[config.mk]
export PLATFORM = sky130hd
export DESIGN_NAME = ex_mem_skid_reg
export DESIGN_NICKNAME = d
export VERILOG_FILES = /design/src/rtl/ex_mem_skid_reg.sv
export SDC_FILE = /design/constraint.sdc
export NUM_CORES = 1
export LEC_CHECK = 0
export BUFFER_PORTS_ARGS = -buffer_cell sky130_fd_sc_hd__buf_2
export CORE_MARGIN = 1.5
export CORE_UTILIZATION = 54
export CTS_CLUSTER_SIZE = 10
export DETAILED_ROUTE_END_ITERATION = 10
export PLACE_DENSITY = 0.81
export SLEW_MARGIN = 15
export SYNTH_ARGS = -nofsm -noshare
export SYNTH_HDL_FRONTEND = slang
export SYNTH_SLANG_ARGS = --single-unit
[constraint.sdc]
create_clock -name clk -period 2.8 [get_ports clk]
set_input_delay 0.42 -clock clk [delete_from_list [all_inputs] [get_ports clk]]
set_output_delay 0.42 -clock clk [all_outputs]
set_load 0.01 [all_outputs]
[src/rtl/ex_mem_skid_reg.sv]
// EX->MEM pipeline register: 2-entry skid buffer with valid/ready handshakes on both sides.
// The head entry also feeds a forwarding tap and a load-use hazard flag back to EX.
module ex_mem_skid_reg #(
    parameter int unsigned XLEN = 64,
    parameter int unsigned RD_W = 5
) (
    input  logic            clk,
    input  logic            rst_n,
    input  logic            flush,

    input  logic            in_valid,
    output logic            in_ready,
    input  logic [XLEN-1:0] in_result,
    input  logic            in_zero,
    input  logic [RD_W-1:0] in_rd,
    input  logic            in_rf_wen,
    input  logic            in_mem_ren,
    input  logic            in_mem_wen,
    input  logic [XLEN-1:0] in_store_data,
    input  logic [XLEN-1:0] in_pc,

    output logic            out_valid,
    input  logic            out_ready,
    output logic [XLEN-1:0] out_result,
    output logic            out_zero,
    output logic [RD_W-1:0] out_rd,
    output logic            out_rf_wen,
    output logic            out_mem_ren,
    output logic            out_mem_wen,
    output logic [XLEN-1:0] out_store_data,
    output logic [XLEN-1:0] out_pc,

    output logic            fwd_valid,
    output logic [RD_W-1:0] fwd_rd,
    output logic [XLEN-1:0] fwd_result,
    output logic            load_hazard
);

    typedef struct packed {
        logic [XLEN-1:0] result;
        logic            zero;
        logic [RD_W-1:0] rd;
        logic            rf_wen;
        logic            mem_ren;
        logic            mem_wen;
        logic [XLEN-1:0] store_data;
        logic [XLEN-1:0] pc;
    } entry_t;

    // Encoding mirrors the valid bits: bit0 = head valid, bit1 = skid valid.
    typedef enum logic [1:0] {
        StEmpty = 2'b00,
        StOne   = 2'b01,
        StFull  = 2'b11
    } state_e;

    state_e state_q, state_d;
    entry_t head_q, head_d;
    entry_t skid_q, skid_d;
    entry_t in_entry;
    logic   acc;
    logic   pop;

    always_comb begin
        in_entry.result     = in_result;
        in_entry.zero       = in_zero;
        in_entry.rd         = in_rd;
        in_entry.rf_wen     = in_rf_wen;
        in_entry.mem_ren    = in_mem_ren;
        in_entry.mem_wen    = in_mem_wen;
        in_entry.store_data = in_store_data;
        in_entry.pc         = in_pc;
    end

    // Both handshake outputs come straight from the state register.
    assign in_ready  = (state_q != StFull);
    assign out_valid = (state_q != StEmpty);

    assign acc = in_valid & in_ready;
    assign pop = out_valid & out_ready;

    always_comb begin
        state_d = state_q;
        head_d  = head_q;
        skid_d  = skid_q;
        if (flush) begin
            state_d = StEmpty;
        end else begin
            unique case (state_q)
                StEmpty: begin
                    if (acc) begin
                        head_d  = in_entry;
                        state_d = StOne;
                    end
                end
                StOne: begin
                    if (pop && acc) begin
                        head_d = in_entry;
                    end else if (pop) begin
                        state_d = StEmpty;
                    end else if (acc) begin
                        skid_d  = in_entry;
                        state_d = StFull;
                    end
                end
                StFull: begin
                    if (pop) begin
                        head_d  = skid_q;
                        state_d = StOne;
                    end
                end
                default: begin
                    state_d = StEmpty;
                end
            endcase
        end
    end

    always_ff @(posedge clk or negedge rst_n) begin
        if (!rst_n) begin
            state_q <= StEmpty;
            head_q  <= '0;
            skid_q  <= '0;
        end else begin
            state_q <= state_d;
            head_q  <= head_d;
            skid_q  <= skid_d;
        end
    end

    assign out_result     = head_q.result;
    assign out_zero       = head_q.zero;
    assign out_rd         = head_q.rd;
    assign out_rf_wen     = head_q.rf_wen;
    assign out_mem_ren    = head_q.mem_ren;
    assign out_mem_wen    = head_q.mem_wen;
    assign out_store_data = head_q.store_data;
    assign out_pc         = head_q.pc;

    // Only the head is forwarded; EX is stalled whenever the skid slot is occupied.
    assign fwd_valid   = out_valid & head_q.rf_wen & (head_q.rd != '0) & ~head_q.mem_ren;
    assign fwd_rd      = head_q.rd;
    assign fwd_result  = head_q.result;
    assign load_hazard = out_valid & head_q.mem_ren & (head_q.rd != '0);

endmodule

# Yosys cells after proc, flatten, opt, wreduce, memory -nomap -nowiden
# Cells that the tools add are included.
[classes]
addsub = 0
n_mul = 0
div_mod_pow = 0
order_cmp = 0
eq_ne = 10
shifts = 0
muxes = 11
bitwise = 11
reduce_logical = 8
[ops]
columns = ["operator", "count"]
rows = [
  ["$mux 201", 3],
  ["$pmux 201 s3", 1],
  ["$mux 2", 6],
  ["$reduce_and 5->1", 2],
  ["$ne 3x3->1 const B", 3],
  ["$ne 2x2->1 const B", 4],
  ["$and 1x1->1", 7],
  ["$pmux 2 s3", 1],
  ["$reduce_bool 5->1", 1],
  ["$ne 4x4->1 const B", 1],
  ["$not 1->1", 4],
  ["$reduce_and 4->1", 1],
  ["$reduce_bool 3->1", 1],
  ["$eq 2x1->1 const B", 1],
  ["$eq 2x2->1 const B", 1],
  ["$logic_not 2->1", 1],
  ["$reduce_bool 2->1", 1],
  ["$logic_and 1x1->1", 1],
]
[word_totals]
ff_bits = 404
latchBits = 0
ram_bits = 0
mem_bits_ro = 0
in_bits = 206
mem_count = 0

# Depth between registers and ports, before layout
# Gate-level depths: netlist (run 1).
[logic_depth]
depth_word = 7
ltp_mapped = 9
ltp_nobuf = 6

# Worst setup path after synthesis (run 1)
# No wires, ideal clock.
[synth_timing]
path_type = "register to register"
from = "register state_q[0]"
to = "register head_q, in the netlist out_store_data[57]"
setup_time_ns = 0.128
arrival_time_ns = 1.840
required_time_ns = 2.672
setup_slack_ns = 0.832
path_stages_with_launch = 7
synth_period_minus_slack_ns = 1.968
path_cell_list = "dfrtp_1 -> ha_1 -> clkbuf_1 -> buf_2 -> buf_1 -> mux2_2 -> mux2_1"
[synth_between]
elab_chain_len = 5
word_cells_on_any_way = 14
[synth_rtl]
columns = ["element", "line_no", "text"]
rows = [
  ["start: declaration", "57", "state_e state_q, state_d;"],
  ["start signal: assignment", "121", "state_q <= StEmpty;"],
  ["start signal: assignment", "125", "state_q <= state_d;"],
  ["$ne 2x2->1 / $reduce_bool 2->1 (equally long branches)", "76, 77", ""],
  ["$and 1x1->1 (on tied branches)", "79, 80", ""],
  ["$logic_and 1x1->1", "97", "if (pop && acc) begin"],
  ["$ne 2x2->1 (no line)", "-", ""],
  ["$reduce_and 5->1 (no line)", "-", ""],
  ["end signal: assignment", "122", "head_q <= '0;"],
  ["end signal: assignment", "126", "head_q <= head_d;"],
  ["end: declaration", "58", "entry_t head_q, head_d;"],
]
# Several ways; a longest one is shown, not always the timed one.
# A chain may end at the register's enable or synchronous reset.

# Worst setup path after layout (run 1)
[layout_timing]
from = "register head_q, in the netlist fwd_rd[0]"
to = "output port load_hazard"
[layout_between]
elab_chain_len = 2
[layout_rtl]
columns = ["element", "line_no", "text"]
rows = [
  ["$reduce_bool 5->1", "144", "assign load_hazard = out_valid & head_q.mem_ren & (head_q.rd != '0);"],
  ["$and 1x1->1", "144", ""],
  ["end: declaration", "36", "output logic load_hazard"],
]
# No other way between the ends.

==> results of run 1 <==
[stage by stage]
step,std cells,util [%]
finish,2060,65.4
global route,2058,65.3
CTS,2054,65.3
detailed placement,1995,61.6
global placement,1995,61.6
floorplan,1171,-
[registers in the layout, indices dropped and copies added, names as in the netlist]
register and cells:
skid_q 201, fwd_result 64, out_pc 64, out_store_data 64, fwd_rd 5, state_q 2
out_mem_ren 1, out_mem_wen 1, out_rf_wen 1, out_zero 1
[kinds of logic (layout without fill, tap and decap cells)]
group | after synthesis | in the layout | share of synthesized area (%)
multiplexers | 604 | 604 | 40.0
flip-flops | 404 | 404 | 53.8
buffers and inverters | 141 | 569 | 5.20
AND/OR/NAND/NOR | 12 | 12 | 0.420
AO/OA/AOI/OAI | 6 | 6 | 0.240
adder cells (fa/ha/maj) | 4 | 4 | 0.267
other | 0 | 6 | 0
[cells in the final DEF (no fill, tap or decap), types with 2 or more instances in the layout]
cell type / synthesis / final
buf_12: 0 / 14
mux2_2: 372 / 372
buf_2: 25 / 478
clkbuf_1: 4 / 7
ha_1: 4 / 3
buf_4: 69 / 13
inv_1: 4 / 4
diode_2: 0 / 6
mux2_4: 190 / 190
dfrtp_1: 404 / 404
nand2b_1: 2 / 2
clkbuf_16: 0 / 47
mux2_1: 41 / 41
[layout make-up]
cell class,instances,area (um2)
Antenna cell,6,15.0
Timing Repair Buffer,507,2800
Clock buffer,55,1220
Multi-Input combinational cell,626,7700
Fill cell,2436,11900
Clock inverter,3,43.8
Tap cell,455,569
Inverter,4,15.0
Sequential cell,404,10100
[power by group through the flow]
stage,Combinational [mW],Clock (mW),Sequential (mW)
floorplan,6.11,0,10.9
global placement,9.07,0,10.5
detailed placement,9.33,0,10.6
CTS,9.38,5.43,10.7
global route,9.90,5.65,11.0
finish,9.28,5.30,10.7
[per-layer routing]
metal / routed length (um) / vias to the layer above / GRT usage (%)
met5: 69 / - / 0
met4: 1030 / 10 / 8.09
met3: 3170 / 82 / 6.90
met2: 20200 / 379 / 37.3
met1: 17100 / 5617 / 28.9
li1: - / 4903 / -
[worst max-delay path: stages, from the launching register on]
cell     delay (ns)
dfrtp_1        0.47
or4_1          0.63
nor2_1         0.16
nor3b_1        0.09
buf_2          0.16
[repair_timing]
action,4_1_cts,5_1_grt
resized for setup,0,0
hold endpoints to repair,66,0
hold buffers,1,0
setup buffers,0,0
[how the worst max path moves through the flow]
| stage | end | slack [ns] | cells past startpoint |
|---|---|---|---|
| after floorplan | out_store_data[57] | 0.83 | 6 |
| after global placement | fwd_result[36] | 0.53 | 7 |
| after detailed placement | fwd_result[25] | 0.46 | 8 |
| after CTS | load_hazard | 0.27 | 4 |
| after global routing | load_hazard | 0.23 | 4 |
| final | load_hazard | 0.32 | 4 |
==> impl_metrics.sql, run 1 <==
INSERT INTO impl_metrics (metric_group, metric, value, unit) VALUES
('grt', 'grt_pass1_vias', '11800', ''),
('min_path', 'timing.hold.worst_endpoint', 'skid_q[14]', ''),
('sta', 'postLayoutSetupSlackWorst', '0.323', 'ns'),
('cts', 'cts-root-buf', 'clkbuf_16', ''),
('synthesis', 'post-synth-top-count-cell', 'dfrtp_1', ''),
('sta', 'rsz0062_at_grt', 'no', ''),
('cells_and_area', 'final_net_count', '1800', ''),
('setup_path', 'regToRegSetupSlack', '0.43', 'ns'),
('cts', 'cts_tree', 'yes', ''),
('setup_path', 'worst_setup_path_start_kind', 'register', ''),
('sta', 'timing.slew.headroom', '47.1', '%'),
('synthesis', 'post_synthesis_cell_area', '18800', 'um2'),
('floorplanning', 'die_w', '189', 'um'),
('min_path', 'holdPathStages', '2', ''),
('floorplanning', 'fp.dieArea', '35900', 'um2'),
('power', 'share_clk_of_total_power', '21.0', '%'),
('synthesis', 'synth-edff-count', '0', ''),
('cts', 'clock_insertion_delay_worst_skew', '0.55', 'ns'),
('synthesis', 'seq_area_frac_synth', '53.8', '%'),
('sta', 'clock_skew', '0.0162', 'ns'),
('power', 'p_sw', '7.90', 'mW'),
('floorplanning', 'core_area', '34400', 'um2'),
('grt', 'grt_pass1_wl', '64500', 'um'),
('power', 'irDropWorstVdd', '0.819', 'mV'),
('synthesis', 'yosys_warnings', '0', ''),
('sta', 'fin_crit_sh', '88.5', '%'),
('placed_design', 'dpl_cell_area', '21200', 'um2'),
('route', 'antenna_violating_nets_post_route', '0', ''),
('placed_design', 'placement.setup.worst_slack', '0.456', 'ns'),
('synthesis', 'synth_top_area_share', '53.8', '%'),
('cells_and_area', 'area_growth', '19.7', '%'),
('floorplanning', 'top_level_ports', '480', ''),
('synthesis', 'synth_seq_cells', '404', ''),
('sta', 'max_freq', '404', 'MHz'),
('route', 'post_drt_via_cell_ratio', '5.34', ''),
('cts', 'cts.htree.levels', '2', ''),
('route', 'routed_wl', '41500', 'um'),
('sta', 'timing_worst_slew_pin_value', '0.794', 'ns'),
('sta', 'report.final.slew_viol_count', '0', ''),
('power', 'power_frac_comb', '36.7', '%'),
('synthesis', 'synth_top_flop_cell', 'dfrtp_1', ''),
('route', 'initialDrtViolationCount', '419', ''),
('route', 'drc', '0', ''),
('cts', 'ctsLongestPathBuffers', '3', ''),
('synthesis', 'ys_top_cells_by_area', 'dfrtp_1, mux2_2, mux2_4, buf_4, mux2_1', ''),
('setup_path', 'required', '2.38', 'ns'),
('cells_and_area', 'drive_gt1_share', '70.2', '%'),
('route', 'routed-via-count', '11000', ''),
('cts', 'cts_inserted_buffers', '47', ''),
('setup_path', 'timing.rr.end', 'skid_q[84]', ''),
('setup_path', 'worst_setup_path_startpoint', 'fwd_rd[0]', ''),
('cells_and_area', 'layout.cell_area.non_filler', '22500', 'um2'),
('power', 'power.density', '1120', 'nW/um2'),
('power', 'total_leakage_power', '11.0', 'nW'),
('outcome', 'result_of_the_run', 'finished, final reports clean', ''),
('synthesis', 'yosys.cell_types.count', '29', ''),
('placed_design', 'dpl.hpwl', '28000', 'um'),
('setup_path', 'r2r.worst_path.cells', '7', ''),
('min_path', 'holdCritStartpoint', 'in_pc[14]', ''),
('min_path', 'worst_hold_path_type', 'input port to register', ''),
('grt', 'initial_antenna_violation_count', '9', ''),
('synthesis', 'synthCells', '1171', ''),
('floorplanning', 'starting_density_of_the_core', '54.6', '%'),
('sta', 'timing.final.crit_period', '2.48', 'ns'),
('floorplanning', 'fp-row-count', '68', ''),
('floorplanning', 'fp.dieH', '189', 'um'),
('sta', 'setup_violations', '0', ''),
('setup_path', 'cp_endpoint_kind', 'output port', ''),
('synthesis', 'postSynthNetCount', '1381', ''),
('power', 'power', '25.3', 'mW'),
('route', 'drt_first_pass_iters', '4', '');
Power figures use the tool's default switching activity.
==> run 2, diff against run 1 <==
--- a/config.mk
+++ b/config.mk
@@ -5,9 +5,10 @@
 export SDC_FILE = /design/constraint.sdc
 export NUM_CORES = 1
 export LEC_CHECK = 0
+export ABC_AREA = 1
 export BUFFER_PORTS_ARGS = -buffer_cell sky130_fd_sc_hd__buf_2
 export CORE_MARGIN = 1.5
-export CORE_UTILIZATION = 54
+export CORE_UTILIZATION = 53
 export CTS_CLUSTER_SIZE = 10
 export DETAILED_ROUTE_END_ITERATION = 10
 export PLACE_DENSITY = 0.81
==> impl_metrics.sql, run 2 <==
INSERT INTO impl_metrics (metric_group, metric, value, unit) VALUES
('setup_path', 'cp_data_arrival_time', '2.73', 'ns'),
('sta', 'timing.slew.headroom', '58.1', '%'),
('synthesis', 'synthDominantAreaCellType', 'dfrtp_1', ''),
('setup_path', 'slowest_delay', '0.42', 'ns'),
('synthesis', 'ys_top_cells_by_area', 'dfrtp_1, nand2_1, o21ai_0, o21ai_1, inv_1', ''),
('grt', 'overflow', '0', ''),
('synthesis', 'yosys_warnings', '0', ''),
('synthesis', 'seq_area_frac_synth', '57.2', '%'),
('cts', 'cts_inserted_buffers', '47', ''),
('placed_design', 'dpl.hpwl', '30500', 'um'),
('grt', 'grt_max_degree', '157', ''),
('cts', 'cts.htree.levels', '2', ''),
('cts', 'cts_tree', 'yes', ''),
('sta', 'setup_violations', '0', ''),
('floorplanning', 'fp-row-count', '66', ''),
('grt', 'grt_usage', '25.7', '%'),
('power', 'power', '23.6', 'mW'),
('power', 'share_seq_of_total_power', '44.7', '%'),
('sta', 'fin_crit_sh', '82.9', '%'),
('job', 'max-cap-violations', '0', ''),
('cells_and_area', 'largest_register_ff_count', '201', ''),
('setup_path', 'cp_endpoint_kind', 'register', ''),
('synthesis', 'post-synth-top-count-cell', 'nand2_1', ''),
('setup_path', 'r2r.worst_path.cells', '9', ''),
('route', 'initialDrtViolationCount', '1029', ''),
('floorplanning', 'fp.dieArea', '34500', 'um2'),
('synthesis', 'postSynthNetCount', '2268', ''),
('synthesis', 'synth-edff-count', '0', ''),
('synthesis', 'synth_top_flop_cell', 'dfrtp_1', ''),
('cts', 'clk_transition_reported_paths', '0.05', 'ns'),
('sta', 'max_freq', '431', 'MHz'),
('min_path', 'holdCritStartpoint', 'in_pc[36]', ''),
('route', 'routed-via-count', '14800', ''),
('setup_path', 'timing.rr.end', 'out_store_data[55]', ''),
('power', 'irDropWorstVdd', '0.648', 'mV'),
('cts', 'cts-root-buf', 'clkbuf_16', ''),
('sta', 'timing.final.crit_period', '2.32', 'ns'),
('cells_and_area', 'layout_commonest_cell', 'nand2_1', ''),
('sta', 'final_hold_viol_count', '0', ''),
('cts', 'post_cts_resized', '0', ''),
('cts', 'ctsLongestPathBuffers', '3', ''),
('synthesis', 'synthCells', '2058', ''),
('placed_design', 'count_of_input_and_output_buffers', '479', ''),
('placed_design', 'gp_congestion', '0.849', ''),
('cts', 'clock_insertion_delay_worst_skew', '0.53', 'ns'),
('synthesis', 'mean_instance_size_in_the_synthesized_netlist', '8.59', 'um2'),
('cts', 'postCtsSetupBuffers', '0', ''),
('synthesis', 'post_synthesis_cell_area', '17700', 'um2'),
('grt', 'grt_pass1_wl', '70800', 'um'),
('synthesis', 'synth_top_area_share', '57.2', '%'),
('setup_path', 'reg2reg_from', 'state_q[0]', ''),
('cells_and_area', 'finalNonFillerCells', '2868', ''),
('setup_path', 'worst_setup_path_start_kind', 'register', ''),
('placed_design', 'dp.cells', '2810', ''),
('route', 'routed_wl', '44500', 'um'),
('outcome', 'result_of_the_run', 'finished, final reports clean', ''),
('setup_path', 'crit_slowest_cell', 'dfrtp_1', ''),
('power', 'p_sw', '8.62', 'mW'),
('route', 'post_drt_via_cell_ratio', '5.18', ''),
('sta', 'timing_worst_slew_pin_value', '0.628', 'ns'),
('power', 'power.density', '1120', 'nW/um2'),
('cts', 'cts_sinks', '404', ''),
('floorplanning', 'core_area', '32700', 'um2'),
('setup_path', 'regToRegSetupSlack', '0.48', 'ns'),
('route', 'drt_first_pass_iters', '5', ''),
('power', 'internal_power', '15.0', 'mW'),
('setup_path', 'path_cells', 'ha_1 > inv_8 > nand2_1 > a21oi_1 > nand3_4 > buf_12 > buf_12 > nand2_1 > o21ai_1', ''),
('cells_and_area', 'final_net_count', '2628', ''),
('cells_and_area', 'area_growth', '19.2', '%'),
('cells_and_area', 'drive_gt1_share', '23.4', '%'),
('setup_path', 'timing.critical_path.fanout_max', '51', ''),
('synthesis', 'synth_async_sr_flop_share', '100', '%'),
('cells_and_area', 'fillers', '2677', ''),
('sta', 'report.final.slew_viol_count', '0', ''),
('power', 'power.switching_fraction', '36.5', '%'),
('power', 'power_frac_comb', '32.8', '%'),
('power', 'share_clk_of_total_power', '22.5', '%'),
('cells_and_area', 'mostFrequentLayoutCells', 'nand2_1, buf_2, o21ai_0, dfrtp_1, inv_1', ''),
('synthesis', 'synth.cells.most_frequent', 'nand2_1, o21ai_0, dfrtp_1', ''),
('floorplanning', 'die_w', '186', 'um'),
('grt', 'grt_pass1_vias', '14400', ''),
('floorplanning', 'fp.dieH', '186', 'um'),
('sta', 'clock_skew', '0.00936', 'ns'),
('synthesis', 'yosys.cell_types.count', '20', ''),
('grt', 'initial_antenna_violation_count', '9', ''),
('sta', 'setup_tns', '0', 'ns'),
('cells_and_area', 'registers.top_by_ff_count', 'skid_q', ''),
('setup_path', 'required', '3.20', 'ns'),
('route', 'drc', '0', ''),
('floorplanning', 'top_level_ports', '480', ''),
('min_path', 'timing.hold.worst_endpoint', 'skid_q[36]', ''),
('route', 'antenna_violating_nets_post_route', '0', ''),
('route', 'wl_per_cell', '15.5', 'um'),
('sta', 'rsz0062_at_grt', 'no', ''),
('setup_path', 'critical_path_class', 'register to register', ''),
('synthesis', 'synth_seq_cells', '404', ''),
('min_path', 'worst_hold_path_type', 'input port to register', ''),
('power', 'total_leakage_power', '11.8', 'nW'),
('floorplanning', 'starting_density_of_the_core', '54.1', '%'),
('min_path', 'holdPathStages', '3', '');
run 2: cell count changes in the layout (fill, tap and decap cells not counted), sizes merged, moves of 4 or more:
cell	change
buf	+5
clkbuf	-5
inv	+210
mux2	-603
nand2	+613
nand3	+9
nor2	+4
o21ai	+603
run 2: worst max-delay path by stage:
stage	depth (start not counted)	end	start
2_1_floorplan	10	fwd_result[30]	state_q[0]
3_3_place_gp	9	fwd_result[31]	state_q[0]
3_5_place_dp	9	fwd_result[31]	state_q[0]
4_1_cts	9	fwd_result[31]	state_q[0]
5_1_grt	9	fwd_result[38]	state_q[0]
6_report	9	out_store_data[55]	state_q[0]
run 2: metal layers:
layer	up-vias	routed length (um)	global-route usage [%]
li1	7170	-	-
met1	6952	17100	30.3
met2	568	21600	43.4
met3	144	3700	7.30
met4	12	2020	12.2
met5	-	70	0
run 2: cell families after synthesis:
logic type               Yosys count  share of synthesized area (%)
AO/OA/AOI/OAI                    606                           17.2
adder cells (fa/ha/maj)            4                          0.283
buffers and inverters            415                           11.8
flip-flops                       404                           57.2
AND/OR/NAND/NOR                  629                           13.6
run 2: final cells by class:
cell class	count	area [um2]	area share [%]
Antenna cell	3	7.51	0.0356
Clock buffer	50	1190	5.63
Clock inverter	4	76.3	0.362
Inverter	214	811	3.85
Multi-Input combinational cell	1239	5490	26.0
Sequential cell	404	10100	48.0
Tap cell	442	553	2.62
Timing Repair Buffer	512	2850	13.5
run 2: what timing repair did:
item	4_1_cts	5_1_grt
endpoints found under the setup margin	0	0
hold buffers	1	0
endpoints found under the hold margin	54	0
run 2: per-stage QoR:
stage | worst slack, ns | util [%] | hold WS (ns) | area (um2)
5_1_grt | 0.336 | 64.5 | 0.152 | 21100
3_3_place_gp | 0.566 | 60.5 | 0.418 | 19800
6_report | 0.478 | 64.5 | 0.156 | 21100
2_1_floorplan | 1.13 | - | 0.124 | 17700
4_1_cts | 0.475 | 64.4 | 0.131 | 21100
3_5_place_dp | 0.482 | 60.5 | 0.420 | 19800
run 2: worst max-delay path: cells and delay by family, from the launching register on:
kind | cells | cell delay [ns]
compound gates | 2 | 0.29
fa+ha+maj | 1 | 0.33
buf+inv | 3 | 0.71
simple gates | 3 | 0.42
flops | 1 | 0.42
run 2: power by group through the flow:
stage / sequential, mW / clock (mW) / combinational, mW
floorplan: 10.8 / 0 / 4.73
finish: 10.6 / 5.31 / 7.74
global route: 10.9 / 5.64 / 8.82
detailed placement: 10.6 / 0 / 7.77
CTS: 10.5 / 5.41 / 7.81
global placement: 10.5 / 0 / 7.43
==> run 3, diff against run 2 <==
--- a/config.mk
+++ b/config.mk
@@ -8,10 +8,10 @@
 export ABC_AREA = 1
 export BUFFER_PORTS_ARGS = -buffer_cell sky130_fd_sc_hd__buf_2
 export CORE_MARGIN = 1.5
-export CORE_UTILIZATION = 53
+export CORE_UTILIZATION = 48
 export CTS_CLUSTER_SIZE = 10
 export DETAILED_ROUTE_END_ITERATION = 10
-export PLACE_DENSITY = 0.81
+export PLACE_DENSITY = 0.77
 export SLEW_MARGIN = 15
 export SYNTH_ARGS = -nofsm -noshare
 export SYNTH_HDL_FRONTEND = slang
==> constraint.sdc (replaced) <==
create_clock -name clk -period 2 [get_ports clk]
set_input_delay 0.3 -clock clk [delete_from_list [all_inputs] [get_ports clk]]
set_output_delay 0.3 -clock clk [all_outputs]
set_load 0.01 [all_outputs]
==> impl_metrics.sql, run 3 (synthesis gave the netlist of run 2 again) <==
INSERT INTO impl_metrics (metric_group, metric, value, unit) VALUES
('setup_path', 'cp_data_arrival_time', '1.69', 'ns'),
('setup_path', 'cp_endpoint_kind', 'output port', ''),
('min_path', 'worst_hold_path_type', 'input port to register', ''),
('cts', 'clk_transition_reported_paths', '0.06', 'ns'),
('placed_design', 'placement.setup.worst_slack', '-0.0290', 'ns'),
('floorplanning', 'top_level_ports', '480', ''),
('cells_and_area', 'mostFrequentLayoutCells', 'nand2_1, buf_2, o21ai_0, dfrtp_1, inv_1', ''),
('power', 'power.density', '1530', 'nW/um2'),
('sta', 'timing.slew.headroom', '61.5', '%'),
('cells_and_area', 'finalNonFillerCells', '2973', ''),
('placed_design', 'count_of_input_and_output_buffers', '479', ''),
('cells_and_area', 'layout.cell_area.non_filler', '22300', 'um2'),
('cells_and_area', 'layout_commonest_cell', 'nand2_1', ''),
('sta', 'setup_violations', '0', ''),
('placed_design', 'dpl_cell_area', '20100', 'um2'),
('grt', 'grt_usage', '24.0', '%'),
('route', 'initialDrtViolationCount', '968', ''),
('setup_path', 'timing.critical_path.fanout_max', '32', ''),
('power', 'irDropWorstVdd', '0.944', 'mV'),
('grt', 'grt_max_degree', '141', ''),
('cells_and_area', 'final_net_count', '2706', ''),
('placed_design', 'dp.cells', '2854', ''),
('sta', 'timing.final.crit_period', '1.99', 'ns'),
('cts', 'cts_sinks', '404', ''),
('grt', 'initial_antenna_violation_count', '7', ''),
('sta', 'report.final.slew_viol_count', '0', ''),
('sta', 'postLayoutSetupSlackWorst', '0.00904', 'ns'),
('floorplanning', 'fp.dieH', '195', 'um'),
('setup_path', 'required', '1.70', 'ns'),
('cts', 'ctsLongestPathBuffers', '3', ''),
('floorplanning', 'core_area', '36400', 'um2'),
('setup_path', 'worst_setup_path_start_kind', 'register', ''),
('cts', 'cts-root-buf', 'clkbuf_16', ''),
('cts', 'clock_insertion_delay_worst_skew', '0.56', 'ns'),
('setup_path', 'critical_path_class', 'register to output port', ''),
('grt', 'grt_pass1_vias', '14900', ''),
('route', 'antenna_violating_nets_post_route', '0', ''),
('outcome', 'result_of_the_run', 'finished, final reports clean', ''),
('power', 'total_leakage_power', '12.3', 'nW'),
('sta', 'setup_tns', '0', 'ns'),
('sta', 'rsz0062_at_grt', 'yes', ''),
('floorplanning', 'starting_density_of_the_core', '48.5', '%'),
('grt', 'grt_pass1_wl', '74000', 'um'),
('route', 'wl_per_cell', '16.5', 'um'),
('sta', 'timing.hold.ws', '0.0176', 'ns'),
('floorplanning', 'fp.dieArea', '38000', 'um2'),
('placed_design', 'gp_congestion', '0.860', ''),
('cts', 'cts_inserted_buffers', '47', ''),
('route', 'routed_wl', '49200', 'um'),
('route', 'routed-via-count', '15500', ''),
('cells_and_area', 'layout.core_utilization', '61.1', '%'),
('cells_and_area', 'drive_gt1_share', '24.6', '%'),
('cells_and_area', 'registers.top_by_ff_count', 'skid_q', ''),
('sta', 'timing_worst_slew_pin_value', '0.578', 'ns'),
('route', 'drc', '0', ''),
('cts', 'cts_tree', 'yes', ''),
('cells_and_area', 'area_growth', '26.0', '%'),
('job', 'max-cap-violations', '0', ''),
('sta', 'clock_skew', '0.0182', 'ns'),
('cells_and_area', 'largest_register_ff_count', '201', ''),
('route', 'drt_first_pass_iters', '5', ''),
('sta', 'max_freq', '502', 'MHz'),
('route', 'post_drt_via_cell_ratio', '5.23', ''),
('placed_design', 'dpl.hpwl', '30600', 'um'),
('floorplanning', 'fp-row-count', '70', ''),
('power', 'power', '34.1', 'mW'),
('sta', 'final_hold_viol_count', '0', ''),
('sta', 'fin_crit_sh', '99.5', '%'),
('floorplanning', 'die_w', '195', 'um'),
('grt', 'overflow', '0', ''),
('cts', 'cts.htree.levels', '2', '');
run 3: critical path, stage by stage, from the launching register on:
cell	delay, ns
dfrtp_1	0.41
ha_2	0.27
inv_8	0.10
buf_16	0.19
buf_2	0.16
run 3: metal layers:
| layer | up-vias | track usage (%) | wire length, um |
|---|---|---|---|
| met1 | 7353 | 29.1 | 19000 |
| li1 | 7351 | - | - |
| met4 | 6 | 10.9 | 1820 |
| met5 | - | 0 | 34 |
| met3 | 118 | 5.93 | 4000 |
| met2 | 714 | 40.5 | 24300 |
run 3: area by class of cell:
type                    count  area, um2
repair buffers            590       3960
diodes                      4       10.0
well taps                 468        586
multi-input cells        1239       5520
clock inverters             3       18.8
fillers                  2992      14200
inverters                 214        811
flip-flops and latches    404      10100
clock buffers              51       1250
run 3: worst paths after layout:
check                           slack (ns)                 end        start  cells after the start
worst max-delay path                 0.009            in_ready   state_q[0]                      4
worst min-delay path                  0.02          skid_q[50]    in_pc[50]                      3
worst max register to register        0.04  out_store_data[34]   state_q[0]                     10
worst min register to register        0.48         skid_q[112]  skid_q[112]                      2
max in group asynchronous             0.93       fwd_result[5]        rst_n                      3
min in group asynchronous             0.28          skid_q[40]        rst_n                      2
run 3: timing repair:
action                                  CTS  global route
gates resized for setup                   4            20
hold buffers                             44             0
setup buffers                             1             3
gates cloned                              1            13
pin swaps                                 1             3
endpoints found under the hold margin    86             0
endpoints found under the setup margin   41           372
run 3: report_power, final:
part / total (mW) / internal (mW) / switching, mW
combinational: 11.8 / 4.88 / 6.88
sequential: 14.9 / 12.3 / 2.61
clock: 7.50 / 4.36 / 3.13
